**src/rtl/multicycle_controller_p.sv**
```systemverilog
// rtl/multicycle_controller_p.sv - Moore control FSM for a multicycle load/store datapath.
// Optional memory stall/timeout support: define MULTICYCLE_CONTROLLER_P_MEM_WAIT_EN.
module multicycle_controller_p #(
   parameter int IR_W     = 16,
   parameter int STATE_W  = 5,
   parameter int WAIT_MAX = 15
) (
   input  logic               clk,
   input  logic               reset,
   input  logic [IR_W-1:0]    IR,
   input  logic               compare,
   input  logic               carry_flag,
   input  logic               zero_flag,
   input  logic               mem_ready,
   output logic [STATE_W-1:0] state_id,
   output logic [2:0]         alu_a_sel,
   output logic [1:0]         alu_b_sel,
   output logic [2:0]         rf_wadd_sel,
   output logic               rf_din_sel,
   output logic               alu_op,
   output logic               cz_en,
   output logic               mem_read,
   output logic               mem_write,
   output logic               ir_write,
   output logic               rf_write,
   output logic               pc_write,
   output logic               bus_err
);

   typedef enum logic [4:0] {
      S_FETCH    = 5'd0,
      S_DECODE   = 5'd1,
      S_EX_R     = 5'd2,
      S_EX_I     = 5'd3,
      S_EX_LHI   = 5'd4,
      S_WB_ALU   = 5'd5,
      S_MEM_ADDR = 5'd6,
      S_MEM_RD   = 5'd7,
      S_MEM_WR   = 5'd8,
      S_WB_MEM   = 5'd9,
      S_BR_CMP   = 5'd10,
      S_BR_TAKE  = 5'd11,
      S_JUMP     = 5'd12,
      S_ERR      = 5'd31
   } state_t;

   localparam logic [3:0] OP_ADD = 4'b0000;
   localparam logic [3:0] OP_ADI = 4'b0001;
   localparam logic [3:0] OP_NDU = 4'b0010;
   localparam logic [3:0] OP_LHI = 4'b0011;
   localparam logic [3:0] OP_LW  = 4'b0100;
   localparam logic [3:0] OP_SW  = 4'b0101;
   localparam logic [3:0] OP_JAL = 4'b1000;
   localparam logic [3:0] OP_JLR = 4'b1001;
   localparam logic [3:0] OP_BEQ = 4'b1100;

   state_t     state;
   state_t     state_nxt;
   logic [3:0] opcode;
   logic       is_rtype;
   logic       cond_ok;
   logic       adv;
   logic       timeout;
   logic       unused_ir;

   assign opcode    = IR[IR_W-1 -: 4];
   assign is_rtype  = (opcode == OP_ADD) || (opcode == OP_NDU);
   assign unused_ir = ^IR[IR_W-5:2];

   // Only ADD/NDU are predicated; condition code 11 behaves like 00.
   always_comb begin
      cond_ok = 1'b1;
      if (is_rtype) begin
         case (IR[1:0])
            2'b10:   cond_ok = carry_flag;
            2'b01:   cond_ok = zero_flag;
            default: cond_ok = 1'b1;
         endcase
      end
   end

`ifdef MULTICYCLE_CONTROLLER_P_MEM_WAIT_EN
   localparam int CNT_W = $clog2(WAIT_MAX + 1);

   logic [CNT_W-1:0] wait_cnt;
   logic             mem_state;

   assign mem_state = (state == S_FETCH) || (state == S_MEM_RD) || (state == S_MEM_WR);
   assign adv       = mem_ready;
   // Fires on the WAIT_MAX-th consecutive stall cycle; a ready in that cycle still advances.
   assign timeout   = mem_state && !mem_ready && (wait_cnt == CNT_W'(WAIT_MAX - 1));

   always_ff @(posedge clk or posedge reset) begin
      if (reset)
         wait_cnt <= '0;
      else if (mem_state && !mem_ready)
         wait_cnt <= wait_cnt + 1'b1;
      else
         wait_cnt <= '0;
   end

   assign bus_err = (state == S_ERR);
`else
   logic unused_mem_ready;

   assign unused_mem_ready = mem_ready;
   assign adv              = 1'b1;
   assign timeout          = 1'b0;
   assign bus_err          = 1'b0;
`endif

   always_ff @(posedge clk or posedge reset) begin
      if (reset)
         state <= S_FETCH;
      else
         state <= state_nxt;
   end

   always_comb begin
      state_nxt = state;
      case (state)
         S_FETCH: begin
            if (adv)          state_nxt = S_DECODE;
            else if (timeout) state_nxt = S_ERR;
         end
         S_DECODE: begin
            case (opcode)
               OP_ADD, OP_NDU: state_nxt = S_EX_R;
               OP_ADI:         state_nxt = S_EX_I;
               OP_LHI:         state_nxt = S_EX_LHI;
               OP_LW, OP_SW:   state_nxt = S_MEM_ADDR;
               OP_BEQ:         state_nxt = S_BR_CMP;
               OP_JAL, OP_JLR: state_nxt = S_JUMP;
               default:        state_nxt = S_FETCH;
            endcase
         end
         S_EX_R, S_EX_I: state_nxt = S_WB_ALU;
         S_MEM_ADDR:     state_nxt = (opcode == OP_LW) ? S_MEM_RD : S_MEM_WR;
         S_MEM_RD: begin
            if (adv)          state_nxt = S_WB_MEM;
            else if (timeout) state_nxt = S_ERR;
         end
         S_MEM_WR: begin
            if (adv)          state_nxt = S_FETCH;
            else if (timeout) state_nxt = S_ERR;
         end
         S_BR_CMP:       state_nxt = compare ? S_BR_TAKE : S_FETCH;
         S_ERR:          state_nxt = S_ERR;
         default:        state_nxt = S_FETCH;
      endcase
   end

   always_comb begin
      alu_a_sel   = 3'b000;
      alu_b_sel   = 2'b00;
      rf_wadd_sel = 3'b000;
      rf_din_sel  = 1'b0;
      alu_op      = 1'b0;
      cz_en       = 1'b0;
      mem_read    = 1'b0;
      mem_write   = 1'b0;
      ir_write    = 1'b0;
      rf_write    = 1'b0;
      pc_write    = 1'b0;
      case (state)
         S_FETCH: begin
            mem_read  = 1'b1;
            ir_write  = 1'b1;
            pc_write  = 1'b1;
            alu_a_sel = 3'b101;
            alu_b_sel = 2'b10;
         end
         S_EX_R: begin
            alu_op = (opcode == OP_NDU);
            cz_en  = 1'b1;
         end
         S_EX_I: cz_en = 1'b1;
         S_WB_ALU: begin
            rf_din_sel  = 1'b1;
            rf_wadd_sel = (opcode == OP_ADI) ? 3'b011 : 3'b001;
            rf_write    = cond_ok;
         end
         S_EX_LHI: begin
            rf_write   = 1'b1;
            rf_din_sel = 1'b1;
         end
         S_MEM_ADDR: begin
            alu_a_sel = 3'b011;
            alu_b_sel = 2'b10;
         end
         S_MEM_RD:  mem_read  = 1'b1;
         S_MEM_WR:  mem_write = 1'b1;
         S_WB_MEM:  rf_write  = 1'b1;
         S_BR_TAKE: pc_write  = 1'b1;
         S_JUMP: begin
            pc_write = 1'b1;
            rf_write = 1'b1;
         end
         default: ;
      endcase
   end

   assign state_id = STATE_W'(state);

endmodule

```
**config.mk**
```make
export PLATFORM = sky130hd
export DESIGN_NAME = multicycle_controller_p
export DESIGN_NICKNAME = d
export VERILOG_FILES = /design/src/rtl/multicycle_controller_p.sv
export SDC_FILE = /design/constraint.sdc
export NUM_CORES = 1
export LEC_CHECK = 0
export ABC_AREA = 1
export CAP_MARGIN = 20
export CORE_MARGIN = 2
export CORE_UTILIZATION = 33
export CTS_CLUSTER_DIAMETER = 120
export CTS_CLUSTER_SIZE = 28
export DETAILED_ROUTE_END_ITERATION = 6
export PLACE_DENSITY = 0.78
export RECOVER_POWER = 25
export REMOVE_ABC_BUFFERS = 1
export SLEW_MARGIN = 40
export SYNTH_ARGS = -nofsm -noshare
export SYNTH_HDL_FRONTEND = slang
export SYNTH_SLANG_ARGS = --single-unit
```
**constraint.sdc**
```tcl
create_clock -name clk -period 1.6 [get_ports clk]
set_clock_uncertainty 0.15 [all_clocks]
set_input_delay 0.32 -clock clk [delete_from_list [all_inputs] [get_ports clk]]
set_output_delay 0.32 -clock clk [all_outputs]
set_load 0.01 [all_outputs]
```
---- Word-level counts from Yosys, hierarchy flattened ----
Memories as Yosys holds them, arrays and structs flattened.
Index checks and enable logic that the tools add are counted.
word-level totals
  flip-flop bits (word level) ............. 5
  ROM bits ................................ 64
  input port bits ......................... 22
  output and inout bits ................... 22
  logic and storage cells ................. 46
  memories kept ........................... 1
memory list
  name              depth  bits a word  rd ports  clocked after Yosys merged registers in  wr ports  RTL line  text
  (name not given)  16     4            1         0                                        0         127       case (opcode)
operators by class
  equality and inequality tests ........... 18
  multiplexer cells ....................... 17
  reduce and logical (&&, ||, !) cells .... 9
operator list
  cell                count
  $pmux 5 s7          1
  $eq 5x4->1 const B  5
  $eq 5x3->1 const B  4
  $eq 5x2->1 const B  2
  $mux 1              8
  $mux 4              2
  $reduce_or 2->1     4
  $mux 2              3
  $pmux 3 s2          1
  $reduce_or 3->1     2
  $eq 5x1->1 const B  1
  $eq 5x5->1 const B  1
  $logic_not 5->1     1
  $eq 4x1->1 const B  1
  $eq 4x2->1 const B  1
  $eq 4x3->1 const B  1
  $logic_not 4->1     1
  $pmux 1 s2          2
  $eq 2x1->1 const B  1
  $eq 2x2->1 const B  1
  $logic_or 1x1->1    1

---- Longest topological paths before layout ----
  word-level depth ........................ 4
  mapped depth ............................ 8
  depth with buffers taken out ............ 7

---- Least setup slack after synthesis ----
Ideal clock, no wire load.
  path type ............................... register to output
  from .................................... register state[3] (netlist: state_id[3])
  to ...................................... output alu_b_sel[1]
  arrival time ............................ 1288 ps
  required time ........................... 1130 ps
  slack ................................... -158 ps
  cell stages (with the launch flop) ...... 5
  path buffers ............................ 1
  cells stage by stage .................... dfrtp_1 > nor2_4 > nand2_1 > o21ai_0 > buf_4
on the way
  longest elaborated chain between the ends .. 3
  elaborated cells between the ends (all ways) .. 4
  those cells by class .................... eq/ne: 1; mux: 1; reduce/logical: 2
ends and longest elaborated chain
  what                                                  RTL line  text
  from (decl)                                           57        state_t state;
  from (signal assigned)                                116       state <= state_nxt;
  $eq 5x3->1 / $logic_not 5->1 (equally long branches)  165       case (state)
  $reduce_or 2->1 (no source line) (*)                  n/a
  $mux 2 (*)                                            165
  to (decl)                                             17        output logic [1:0] alu_b_sel,
Every way passes the cells marked *; elsewhere a longest branch is shown, timed or not.

---- Final worst setup path ----
  from .................................... register state[3] (netlist: state_id[3])
  to ...................................... output rf_write
on the way
  longest elaborated chain between the ends .. 3
  elaborated cells between the ends (all ways) .. 6
  those cells by class .................... eq/ne: 4; mux: 1; reduce/logical: 1
ends and longest elaborated chain
  what                                             RTL line  text
  $eq 5x4->1 / $eq 5x3->1 (equally long branches)  165
  $reduce_or 3->1 (no source line)                 n/a
  $pmux 1 s2 (*)                                   165
  to (decl)                                        25        output logic rf_write,
Marked as above.

==> metrics.csv <==
metric,value,unit
post-place-ws,-0.7888,ns
detailed_place_hpwl,1732,µm
cts_root_buffer,sky130_fd_sc_hd__clkbuf_4,
detailedRoute.firstIterationViolations,31,
final.min_clock_period,1.915,ns
synthCells,97,
core_area,0.001689,mm²
async_reset_ff_share,100.0,%
ys.warnings.count,0,
die_area,0.002103,mm²
met2_wirelength,1636,µm
max_stage_delay,0.42,ns
dpl.cell_count,168,
max-vdd-ir-drop,0.9061,mV
run_status,"finished, violations left",
critical-path-top-delay-family,flip-flops,
detailroute.via_count,949,
stdcell_count,185,
cpMaxStageDelayCell,sky130_fd_sc_hd__dfrtp_1,
register_to_register_path_depth,10,
routedLengthMet1,1190,µm
route.top_layer_used,met4,
initial_utilization,34.22,%
area_occupied_by_multi_input_gates,486.7,µm²
total_leakage_power,0.7298,nW
grt_usage,24.62,%
setup_repair_after_global_routing_missed_its_margin,yes,
post-route-worst-setup-slack,-0.3146,ns
hold_path_class,primary input to asynchronous set/reset pin,
synth.distinct_cells,18,
power,2.029,mW
die_h,45.86,µm
syn2layout_area_growth,130.3,%
vias_in_the_first_global_route,870,
fin_crit_sh,119.7,%
wl_per_cell,16.42,µm
ff2ff_setup_slack,-0.03,ns
postSynthRegisterBits,5,
final_nets,193,
arrival,1.44,ns
setup.worst_path.class,register to output port,
final_number_of_hold_violating_endpoints,0,
synth_enable_flop_cells,0,
timing.critical_path.buf_inv,3,
critPathCaptureType,output port,
setup_violations,15,
end_of_the_worst_register_to_register_path,state_id[0],
route.detailed.vias_per_inst,5.130,
start_kind,register,
floorplan.rows,15,
diodes,0,
largest_register_ffs,5,
cellPowerDensity,1524,mW/mm²
inserted_clock_buffers,3,
fmaxAchievable,522.3,MHz
grt_start_max_net_pins,8,
worstReg2RegStart,state_id[3],
register_area,128.9,µm²
clock_tree.buffer_depth,2,
remaining_drc_errors,0,
antenna_found_initial,0,
placement.io_buffers,29,
violations_in_the_final_reports,setup timing,
hold_slack,0.2704,ns
cts-htree-levels,1,
global_route.overflow_total,0,
firstDrtPassIters,4,
critical_path_peak_fanout,3,
first_pass_grt_wire_length,3808,µm
path_cells,"buf_4, nand2_1, nor2_4, inv_2, o211ai_1, buf_2",
worst-endpoint-required,1.13,ns
cts_tree,built,
met3_wirelength,126,µm
clk_latency,0.25,ns
synth.cell_area,578.1,µm²
synth_top_flop_cell,sky130_fd_sc_hd__dfrtp_1,
design.portCount,44,
post_synth.cell_area_avg,5.959,µm²
cap_viol_max_count,0,
timing_max_transition_violations_final,0,
numClockSinks,5,
yosysSeqAreaShare,21.65,%
die_w,45.86,µm
clkSlewWorstSetupHoldPaths,0.05,ns
layout-drive-gt1-share,55.95,%
antenna_left,0,
postLayoutCoreUtil,78.81,%
final_weighted_congestion_in_routability_driven_placement,0.8167,
route.final.wire_length,3037,µm
fillerInstances,103,
## cells by family (layout without fill, tap and decap cells)
logic type | Yosys count | count (layout) | synth area share [%]
adder cells (fa/ha/maj) | 2 | 2 | 4.328
other | 1 | 3 | 0.6487
flip-flops | 5 | 5 | 21.65
buffers and inverters | 25 | 94 | 20.13
AND/OR/NAND/NOR | 57 | 57 | 45.89
AO/OA/AOI/OAI | 7 | 7 | 7.357
## area by class of cell
type | count | share of cell area [%]
flip-flops and latches | 5 | 9.680
multi-input cells | 69 | 36.56
well taps | 17 | 1.598
repair buffers | 71 | 44.45
clock buffers | 4 | 1.974
inverters | 19 | 5.733
## worst max-delay path by stage
| stage | cells after the start | start | slack, ns | endpoint |
|---|---|---|---|---|
| 5_1_grt | 6 | state_id[3] | -0.37 | rf_write |
| 3_3_place_gp | 8 | IR[0] | -0.75 | rf_write |
| 4_1_cts | 7 | state_id[4] | -0.25 | rf_write |
| 2_1_floorplan | 3 | state_id[3] | -0.11 | alu_a_sel[0] |
| 6_report | 6 | state_id[3] | -0.31 | rf_write |
| 3_5_place_dp | 8 | IR[0] | -0.79 | rf_write |
## cells in the mapped netlist, types with 2 or more instances
library cell	count	area share, %
sky130_fd_sc_hd__inv_2	2	1.3
sky130_fd_sc_hd__nor3_1	2	1.7
sky130_fd_sc_hd__nor2_4	2	3.9
sky130_fd_sc_hd__o211ai_1	3	3.9
sky130_fd_sc_hd__nand4_1	3	3.2
sky130_fd_sc_hd__nor2_1	14	9.1
sky130_fd_sc_hd__dfrtp_1	5	22
sky130_fd_sc_hd__nand2_2	2	2.2
sky130_fd_sc_hd__nand2_1	23	15
sky130_fd_sc_hd__buf_4	6	7.8
sky130_fd_sc_hd__ha_1	2	4.3
sky130_fd_sc_hd__nand3_1	9	7.8
sky130_fd_sc_hd__o21ai_0	3	2.6
sky130_fd_sc_hd__inv_1	17	11
## what timing repair did
action                     4_1_cts  5_1_grt
pin swaps                       10        6
hold buffers                     0        0
setup endpoints to repair       19       19
setup buffers                    7        9
resized for setup               88       40
## where the power goes
| part | switching [mW] | internal [mW] | total (mW) |
|---|---|---|---|
| Combinational | 0.805 | 0.829 | 1.63 |
| Clock | 0.0602 | 0.0948 | 0.155 |
| Sequential | 0.0709 | 0.169 | 0.240 |
## cell usage in the layout, fill, tap and decap left out, drive strengths merged, types with 5 or more instances in the layout
cell type	instances
nand2	26
dlygate4sd2	6
nor2	16
clkbuf	5
dfrtp	5
inv	19
nand3	9
clkdlybuf4s50	5
buf	56
## through the flow
step                cell area, µm²  setup TNS [ns]
floorplan                    540.5         -0.2483
global placement              1070          -5.599
detailed placement            1070          -6.241
CTS                           1159          -2.294
global route                  1331          -3.979
finish                        1331          -3.440
## per-layer routing
layer	up-vias	global-route usage, %
li1	440	-
met1	460	28.50
met2	39	46.11
met3	10	2.778
met4	0	7.429
met5	-	0
No activity file was read; power rests on OpenSTA's default activity.
